$ cat config.mk
export PLATFORM = sky130hd
export DESIGN_NAME = instr_fetch_unit
export DESIGN_NICKNAME = d
export VERILOG_FILES = /design/src/rtl/instr_fetch_unit.sv
export SDC_FILE = /design/constraint.sdc
export NUM_CORES = 1
export LEC_CHECK = 0
export BUFFER_PORTS_ARGS = -buffer_cell sky130_fd_sc_hd__buf_2
export CORE_MARGIN = 5
export CORE_UTILIZATION = 58
export DETAILED_ROUTE_END_ITERATION = 6
export PLACE_DENSITY = 0.8
export SYNTH_ARGS = -nofsm -noshare
export SYNTH_HDL_FRONTEND = slang
export SYNTH_SLANG_ARGS = --single-unit
export TNS_END_PERCENT = 10
$ cat constraint.sdc
create_clock -name clk_i -period 9.71 [get_ports clk_i]
set_input_delay 2.913 -clock clk_i [delete_from_list [all_inputs] [get_ports clk_i]]
set_output_delay 2.913 -clock clk_i [all_outputs]
set_load 0.03 [all_outputs]
$ cat src/rtl/instr_fetch_unit.sv
// -----------------------------------------------------------------------------
// instr_fetch_unit
//
// Fetch stage for the RV32 single-cycle core. It issues word-aligned requests
// to instruction memory and accepts the in-order responses. Each response is
// buffered together with its PC in a small FIFO, and the FIFO head is presented
// to the core. A redirect (taken jump or branch) flushes the buffer. Responses
// that are still in flight at the redirect are dropped when they come back.
//
// Ports
//   clk_i, rst_i          clock; synchronous active-high reset
//   imem_req_valid_o      request valid toward instruction memory
//   imem_req_ready_i      memory accepts the request this cycle
//   imem_req_addr_o       word-aligned fetch address
//   imem_rsp_valid_i      response valid (always accepted)
//   imem_rsp_data_i       instruction word
//   imem_rsp_err_i        access fault for this response
//   redirect_i            flush and restart fetch at redirect_pc_i
//   redirect_pc_i         new PC; bits [1:0] are ignored
//   instr_valid_o         FIFO head valid
//   instr_ready_i         core consumes the head
//   instr_o, instr_pc_o   head instruction and its PC
//   instr_err_o           head carries an access fault
// -----------------------------------------------------------------------------
module instr_fetch_unit #(
  parameter int unsigned     XLEN       = 32,
  parameter int unsigned     FIFO_DEPTH = 4,
  parameter logic [XLEN-1:0] RESET_PC   = '0
) (
  input  logic            clk_i,
  input  logic            rst_i,
  output logic            imem_req_valid_o,
  input  logic            imem_req_ready_i,
  output logic [XLEN-1:0] imem_req_addr_o,
  input  logic            imem_rsp_valid_i,
  input  logic [31:0]     imem_rsp_data_i,
  input  logic            imem_rsp_err_i,
  input  logic            redirect_i,
  input  logic [XLEN-1:0] redirect_pc_i,
  output logic            instr_valid_o,
  input  logic            instr_ready_i,
  output logic [31:0]     instr_o,
  output logic [XLEN-1:0] instr_pc_o,
  output logic            instr_err_o
);

  localparam int unsigned PW = $clog2(FIFO_DEPTH);
  localparam int unsigned CW = PW + 1;

  typedef logic [CW-1:0] cnt_t;

  typedef struct packed {
    logic            err;
    logic [XLEN-1:0] pc;
    logic [31:0]     data;
  } entry_t;

  localparam logic [XLEN-1:0] PC_STEP = XLEN'(4);
  localparam logic [CW:0]     DEPTH_W = (CW+1)'(FIFO_DEPTH);

  // Architectural state
  logic [XLEN-1:0] fetch_pc_q, fetch_pc_d;
  logic [XLEN-1:0] rsp_pc_q,   rsp_pc_d;
  cnt_t            outst_q,    outst_d;
  cnt_t            drop_q,     drop_d;
  cnt_t            fifo_cnt_q, fifo_cnt_d;
  logic [PW-1:0]   wr_ptr_q,   wr_ptr_d;
  logic [PW-1:0]   rd_ptr_q,   rd_ptr_d;
  entry_t          fifo_mem [FIFO_DEPTH];

  logic            issue;
  logic            push;
  logic            pop;
  logic [CW:0]     credit_used;
  logic [XLEN-1:0] redirect_pc_aligned;
  entry_t          head;

  // The low PC bits of a redirect target are forced to zero, so they are not read.
  logic unused_redirect_lsbs;
  assign unused_redirect_lsbs = ^redirect_pc_i[1:0];

  assign redirect_pc_aligned = {redirect_pc_i[XLEN-1:2], 2'b00};

  // Credit scheme: a new request is allowed only while the in-flight requests
  // plus the buffered entries leave room in the FIFO. Every response therefore
  // has a free slot waiting for it.
  assign credit_used      = {1'b0, outst_q} + {1'b0, fifo_cnt_q};
  assign imem_req_valid_o = !rst_i && !redirect_i && (credit_used < DEPTH_W);
  assign imem_req_addr_o  = fetch_pc_q;

  assign issue = imem_req_valid_o && imem_req_ready_i;
  // A response is stored only when it is not stale (drop_q == 0) and no redirect
  // is flushing the stream in this same cycle.
  assign push  = imem_rsp_valid_i && (drop_q == '0) && !redirect_i;
  assign pop   = instr_valid_o && instr_ready_i && !redirect_i;

  assign instr_valid_o = (fifo_cnt_q != '0);
  assign head          = fifo_mem[rd_ptr_q];
  // Outputs read zero while the buffer is empty, so the unreset storage never shows through.
  assign instr_o       = instr_valid_o ? head.data : '0;
  assign instr_pc_o    = instr_valid_o ? head.pc   : '0;
  assign instr_err_o   = instr_valid_o ? head.err  : 1'b0;

  // NOTE: combinational blocks use blocking '=' and assign every output a default
  // first. Any path that skips an assignment would otherwise infer a latch.
  always_comb begin
    fetch_pc_d = fetch_pc_q;
    rsp_pc_d   = rsp_pc_q;
    outst_d    = outst_q + cnt_t'(issue) - cnt_t'(imem_rsp_valid_i);
    drop_d     = drop_q;
    fifo_cnt_d = fifo_cnt_q + cnt_t'(push) - cnt_t'(pop);
    wr_ptr_d   = wr_ptr_q + PW'(push);
    rd_ptr_d   = rd_ptr_q + PW'(pop);

    if (issue) begin
      fetch_pc_d = fetch_pc_q + PC_STEP;
    end
    if (push) begin
      rsp_pc_d = rsp_pc_q + PC_STEP;
    end
    if (imem_rsp_valid_i && (drop_q != '0)) begin
      drop_d = drop_q - cnt_t'(1);
    end

    if (redirect_i) begin
      // Every request still in flight after this cycle belongs to the old
      // stream. That includes none issued this cycle, because the request is
      // gated off. A response arriving right now is already discarded because
      // it is not pushed.
      fetch_pc_d = redirect_pc_aligned;
      rsp_pc_d   = redirect_pc_aligned;
      drop_d     = outst_q - cnt_t'(imem_rsp_valid_i);
      fifo_cnt_d = '0;
      wr_ptr_d   = '0;
      rd_ptr_d   = '0;
    end
  end

  // NOTE: sequential state is updated with non-blocking '<=' so that every
  // register samples the pre-edge values of the others.
  always_ff @(posedge clk_i) begin
    if (rst_i) begin
      fetch_pc_q <= RESET_PC;
      rsp_pc_q   <= RESET_PC;
      outst_q    <= '0;
      drop_q     <= '0;
      fifo_cnt_q <= '0;
      wr_ptr_q   <= '0;
      rd_ptr_q   <= '0;
    end else begin
      fetch_pc_q <= fetch_pc_d;
      rsp_pc_q   <= rsp_pc_d;
      outst_q    <= outst_d;
      drop_q     <= drop_d;
      fifo_cnt_q <= fifo_cnt_d;
      wr_ptr_q   <= wr_ptr_d;
      rd_ptr_q   <= rd_ptr_d;
    end
  end

  // NOTE: the entry storage is deliberately left without reset. Validity comes
  // only from fifo_cnt_q, so resetting the data would cost flops and gain nothing.
  always_ff @(posedge clk_i) begin
    if (push && !rst_i) begin
      fifo_mem[wr_ptr_q] <= '{err: imem_rsp_err_i, pc: rsp_pc_q, data: imem_rsp_data_i};
    end
  end

endmodule

==> impl_metrics.toml, run 1 <==
[floorplan]
core_sq_mm = 0.02326
num_rows = 56
die_w_microns = 163.0
die-area_sq_mm = 0.02658
pin_count = 170
fp.dieH_microns = 163.0
initial_core_util_pct = 58.40

[finish]
nNetsFinal = 1135
drive_above_1_share_pct = 28.24
diodes = 0
final_util_pct = 67.43
syn2layout_area_growth_pct = 15.46

[route]
final_antenna_net_count = 0
wl_per_cell_microns = 19.68
dr.pass1.iters = 5
drt_iter0_markers = 727
routed_wirelength_microns = 27400
drc_errors = 0
num_vias = 8105
avgViaCountPerCell = 5.823

[global_routing]
grt_pass1_vias = 8168
antenna_found_initial = 0
grt_first_pass_wirelength_microns = 43460
grt_start_max_net_pins = 68
overflow = 0
grt_usage_pct = 20.58

[pwr]
switching_share_pct = 22.61
power_switching_mw = 0.6730
pwr-share-seq_pct = 53.0
power_frac_comb_pct = 7.5
p_int_mw = 2.303
power_density_mw_per_mm2 = 189.7
p_leak_nw = 5.537
peakVddDrop_v = 0.0001177
power_frac_clock_pct = 39.5

[synth]
synth_edf_count = 252
netlist_instances = 889
yosys_warnings = 0
ys_async_sr_fraction_pct = 0
synth_area_leader_cell = "edfxtp_1"
syn-mean-instance-area_sq_um = 15.28
yosysUniqueCellTypes = 58
synth.top_cell.area_share_pct = 55.70
synthFlopType = "edfxtp_1"
ys_ff_latch = 325
ys_seq_area_share_pct = 66.46
synth_area_sq_mm = 0.01359
synth_area_leaders = "edfxtp_1 (56%), dfxtp_1 (11%), mux4_2 (10%)"

[sta]
hold_violations = 0
setup_tns_ns = 0
clock_skew_ns = 0.02010
rsz0062_at_grt = "no"
whs_ns = 0.5303
final_max_slew_viol_count = 0
worst_slack_ns = 2.563
period_needed_ns = 7.147
fmax_ghz = 0.1399
fin_crit_sh_pct = 73.61
tightest_slew_ns = 1.085
setup_violations = 0
slew_headroom_pct = 27.64

[worst_setup_path]
critPathSlowestCell = "or2_2"
crit_required_ns = 6.80
worst-endpoint-arrival_ns = 4.23
r2r_setup_slack_ns = 6.38
reg2reg_to = "outst_q[2]$_SDFF_PP0_"
worst-path-buf-inv = 3
path_max_fanout = 57
critical_path_class = "in2out"
crit_top_cell = "buf_2"
path_cells = "buf_2 -> buf_4 -> or2_2 -> nor3_1 -> buf_2"
critPathLaunchType = "input pin"
critPathMaxStageDelay_ns = 0.46
rr_worst_depth = 11
cpLargestDelayFamily = "simple AND/OR/NAND/NOR gates"
r2r_start = "outst_q[2]$_SDFF_PP0_"
crit_path_end_kind = "primary output"

[cts]
cts-htree-levels = 1
numCtsBuffers = 31
cts-root-buf = "clkbuf_16"
clockBufferDepth = 3
clkSinkCount = 325
cts_resized = 0
ctsHoldBuffers = 0
clk_pin_slew_ns = 0.06
post_cts_buffers = 0
cts_tree = "done"
clkLatencyLatePin_ns = 0.55

[run]
cap_viol_max_count = 0

[placed_design]
dp_slack_ns = 2.576
gp_congestion = 0.8620
dp_hpwl_microns = 16810
port_buffers = 163

[worst_hold_path]
min_path_cells = 2
hold_start = "imem_req_addr_o[31]$_SDFFE_PP0P_"
min_path_type = "reg2reg"
hold_end = "imem_req_addr_o[31]$_SDFFE_PP0P_"

[status]
outcome = "complete, no violations"
synthesized netlist by cell type, drive strengths merged (3+ instances only):
cell	number
clkbuf	33
a31oi	15
a21boi	21
xor2	26
nor4	9
nor2b	3
o31a	3
mux4	63
buf	15
dfxtp	73
o21ai	9
o211ai	6
inv	26
nand3	25
nor2	32
nor3	12
a21oi	20
or2	3
or3	13
a211oi	14
and4	8
nand2	46
nand4b	3
and3	11
xnor2	20
ha	14
and2	68
nand4	23
edfxtp	252
routing by layer:
metal / wire [microns] / GRT usage, % / vias to the layer above
met3: 1896 / 2.952 / 35
li1: - / - / 3726
met4: 407 / 4.194 / 0
met2: 13040 / 33.34 / 330
met1: 12060 / 30.47 / 4014
met5: 0 / 0 / -
power groups by stage:
stage          Combinational [mW]  Sequential (mW)  Clock, mW
2_1_floorplan               0.140             1.61          0
3_3_place_gp                0.218             1.60          0
3_5_place_dp                0.222             1.61          0
4_1_cts                     0.224             1.58       1.20
5_1_grt                     0.244             1.58       1.26
6_report                    0.223             1.58       1.18
sequential cells by signal, indices dropped and copies added, names as in the netlist:
| signal | flops |
|---|---|
| wr_ptr_q | 2 |
| outst_q | 3 |
| imem_req_addr_o | 30 |
| fifo_mem | 252 |
| fifo_cnt_q | 3 |
| rd_ptr_q | 2 |
| drop_q | 3 |
| rsp_pc_q | 30 |
worst reg2reg max path, cell delays in order (launching register included):
cell     delay (ns)
dfxtp_1        0.40
ha_1           0.26
or4b_4         0.57
nor3_4         0.51
inv_2          0.30
ha_1           0.35
inv_1          0.05
ha_1           0.13
inv_1          0.05
fa_1           0.37
xnor2_1        0.16
nor2_1         0.05
worst max-delay path by stage:
stage | startpoint | end | slack (ns) | cells after the start
2_1_floorplan | redirect_i | fifo_mem[2][0]$_DFFE_PP_ | 1.16 | 4
3_3_place_gp | rst_i | imem_req_valid_o | 2.57 | 5
3_5_place_dp | rst_i | imem_req_valid_o | 2.58 | 5
4_1_cts | rst_i | imem_req_valid_o | 2.57 | 5
5_1_grt | rst_i | imem_req_valid_o | 2.51 | 5
6_report | rst_i | imem_req_valid_o | 2.56 | 5
stage by stage:
step                      instances  instance area (sq um)  total power [mW]
final                          1392                  15690             2.976
after CTS                      1392                  15690             2.998
after floorplan                 892                  13600             1.750
after detailed placement       1334                  14680             1.828
after global routing           1392                  15690             3.087
after global placement         1334                  14680             1.820
final cells by class:
| type | count | area [sq um] |
|---|---|---|
| flip-flops and latches | 325 | 9034 |
| clock buffers | 42 | 837.1 |
| clock inverters | 16 | 166.4 |
| inverters | 26 | 97.59 |
| repair buffers | 171 | 875.8 |
| multi-input cells | 493 | 4277 |
| fillers | 1657 | 7576 |
| well taps | 319 | 399.1 |
placed cells by master, fill, tap and decap left out, types with 10 or more instances in the layout:
cell       instances
clkbuf_16         31
ha_1              14
or3_1             12
a21boi_0          18
xor2_1            26
edfxtp_1         252
nand4_1           22
buf_2            163
xnor2_1           20
nor2_1            31
inv_1             25
nand3_1           24
dfxtp_1           71
and2_1            68
a31oi_1           15
and3_1            10
a21oi_1           20
nand2_1           46
a211oi_1          14
mux4_2            63
kinds of logic after synthesis:
| group | count (synthesis) | share of synthesized area (%) |
|---|---|---|
| XOR/XNOR | 46 | 2.966 |
| AO/OA/AOI/OAI | 99 | 4.890 |
| buffers and inverters | 74 | 2.293 |
| adder cells (fa/ha/maj) | 16 | 1.584 |
| multiplexers | 64 | 10.52 |
| AND/OR/NAND/NOR | 264 | 11.26 |
| flip-flops | 325 | 66.46 |
| other | 1 | 0.02760 |
Power figures use the tool's default switching activity.
==> run 2, diff against run 1 <==
Clock period 9.71 ns to 7.4 ns, I/O delays scaled along.
==> impl_metrics.toml, run 2 (same netlist as run 1, synthesis figures left out) <==
[status]
outcome = "complete, no violations"

[cts]
ctsHoldBuffers = 0
clk_pin_slew_ns = 0.06
cts-root-buf = "clkbuf_16"
cts_resized = 0
post_cts_buffers = 0
clkSinkCount = 325
cts_tree = "done"
clockBufferDepth = 3
cts-htree-levels = 1
numCtsBuffers = 31
clkLatencyLatePin_ns = 0.55

[run]
cap_viol_max_count = 0

[placed_design]
dp_slack_ns = 1.655
gp_congestion = 0.8473
port_buffers = 163
dp_hpwl_microns = 17030

[finish]
nNetsFinal = 1135
final_cell_mix = "edfxtp_1 (252), buf_2 (163), dfxtp_1 (71)"
syn2layout_area_growth_pct = 15.26
diodes = 0
largest_register_ffs = 252
top_register = "fifo_mem"
drive_above_1_share_pct = 27.77
final_common_cell = "edfxtp_1"

[sta]
fmax_ghz = 0.1743
tightest_slew_ns = 1.054
worst_slack_ns = 1.661
final_max_slew_viol_count = 0
slew_headroom_pct = 29.71
clock_skew_ns = 0.01510
fin_crit_sh_pct = 77.55
setup_violations = 0
period_needed_ns = 5.739
rsz0062_at_grt = "no"
whs_ns = 0.5233
hold_violations = 0

[route]
routed_wirelength_microns = 26740
num_vias = 7990
wl_per_cell_microns = 19.21
final_antenna_net_count = 0
route.met2.wl_microns = 12750
top_layer_used = "met4"
wl_met3_microns = 1976
drt_iter0_markers = 591
drc_errors = 0
met1Wirelength_microns = 11500
dr.pass1.iters = 5
avgViaCountPerCell = 5.740

[floorplan]
die_w_microns = 163.0
pin_count = 170
die-area_sq_mm = 0.02658
core_sq_mm = 0.02326
initial_core_util_pct = 58.40
fp.dieH_microns = 163.0
num_rows = 56

[pwr]
power_frac_clock_pct = 38.8
p_int_mw = 2.989
p_leak_nw = 5.515
power_frac_comb_pct = 7.5
pwr-share-seq_pct = 53.6
power_density_mw_per_mm2 = 246.3
peakVddDrop_v = 0.0001808
power_switching_mw = 0.8666
switching_share_pct = 22.47

[global_routing]
overflow = 0
grt_first_pass_wirelength_microns = 42720
antenna_found_initial = 0
grt_usage_pct = 20.17
grt_start_max_net_pins = 68
grt_pass1_vias = 8122

[worst_setup_path]
path_max_fanout = 40
crit_required_ns = 5.18
critical_path_class = "in2out"
worst-endpoint-arrival_ns = 3.52
crit_path_end_kind = "primary output"
critPathLaunchType = "input pin"

[worst_hold_path]
min_path_type = "reg2reg"
[run 2: layout make-up]
class	count	area (sq um)
well taps	319	399.1
multi-input cells	493	4283
repair buffers	171	875.8
fillers	1619	7604
clock inverters	12	117.6
inverters	26	97.59
flip-flops and latches	325	9034
clock buffers	46	852.1
[run 2: routing by layer]
| metal | vias up | global-route usage [%] |
|---|---|---|
| met5 | - | 0 |
| li1 | 3727 | - |
| met4 | 0 | 5.376 |
| met3 | 41 | 3.331 |
| met2 | 302 | 32.00 |
| met1 | 3920 | 29.59 |
[run 2: worst paths after layout]
kind,start,slack [ns],depth (start not counted),endpoint
worst max-delay path,redirect_i,1.66,4,imem_req_valid_o
worst min-delay path,imem_req_addr_o[31]$_SDFFE_PP0P_,0.52,2,imem_req_addr_o[31]$_SDFFE_PP0P_
worst max register to register,outst_q[2]$_SDFF_PP0_,4.12,11,outst_q[2]$_SDFF_PP0_
worst min register to register,imem_req_addr_o[31]$_SDFFE_PP0P_,0.52,2,imem_req_addr_o[31]$_SDFFE_PP0P_
[run 2: worst max-delay path, cell delays in order]
cell and delay, ns:
buf_2 0.34, or2_2 0.52, nor3_1 0.20, buf_2 0.22
[run 2: per-stage QoR]
stage	util (%)	TNS [ns]	total power [mW]	cell area [sq um]	instances
floorplan	-	-8.778	2.296	13600	892
global placement	63.15	0	2.389	14690	1334
detailed placement	63.15	0	2.397	14690	1334
CTS	67.31	0	3.888	15660	1392
global route	67.31	0	4.001	15660	1392
finish	67.31	0	3.856	15660	1392
[run 2: power groups by stage]
| stage | Sequential [mW] | Clock [mW] | Combinational (mW) |
|---|---|---|---|
| 6_report | 2.07 | 1.50 | 0.290 |
| 5_1_grt | 2.08 | 1.61 | 0.318 |
| 2_1_floorplan | 2.11 | 0 | 0.184 |
| 3_5_place_dp | 2.11 | 0 | 0.291 |
| 3_3_place_gp | 2.10 | 0 | 0.286 |
| 4_1_cts | 2.07 | 1.53 | 0.292 |
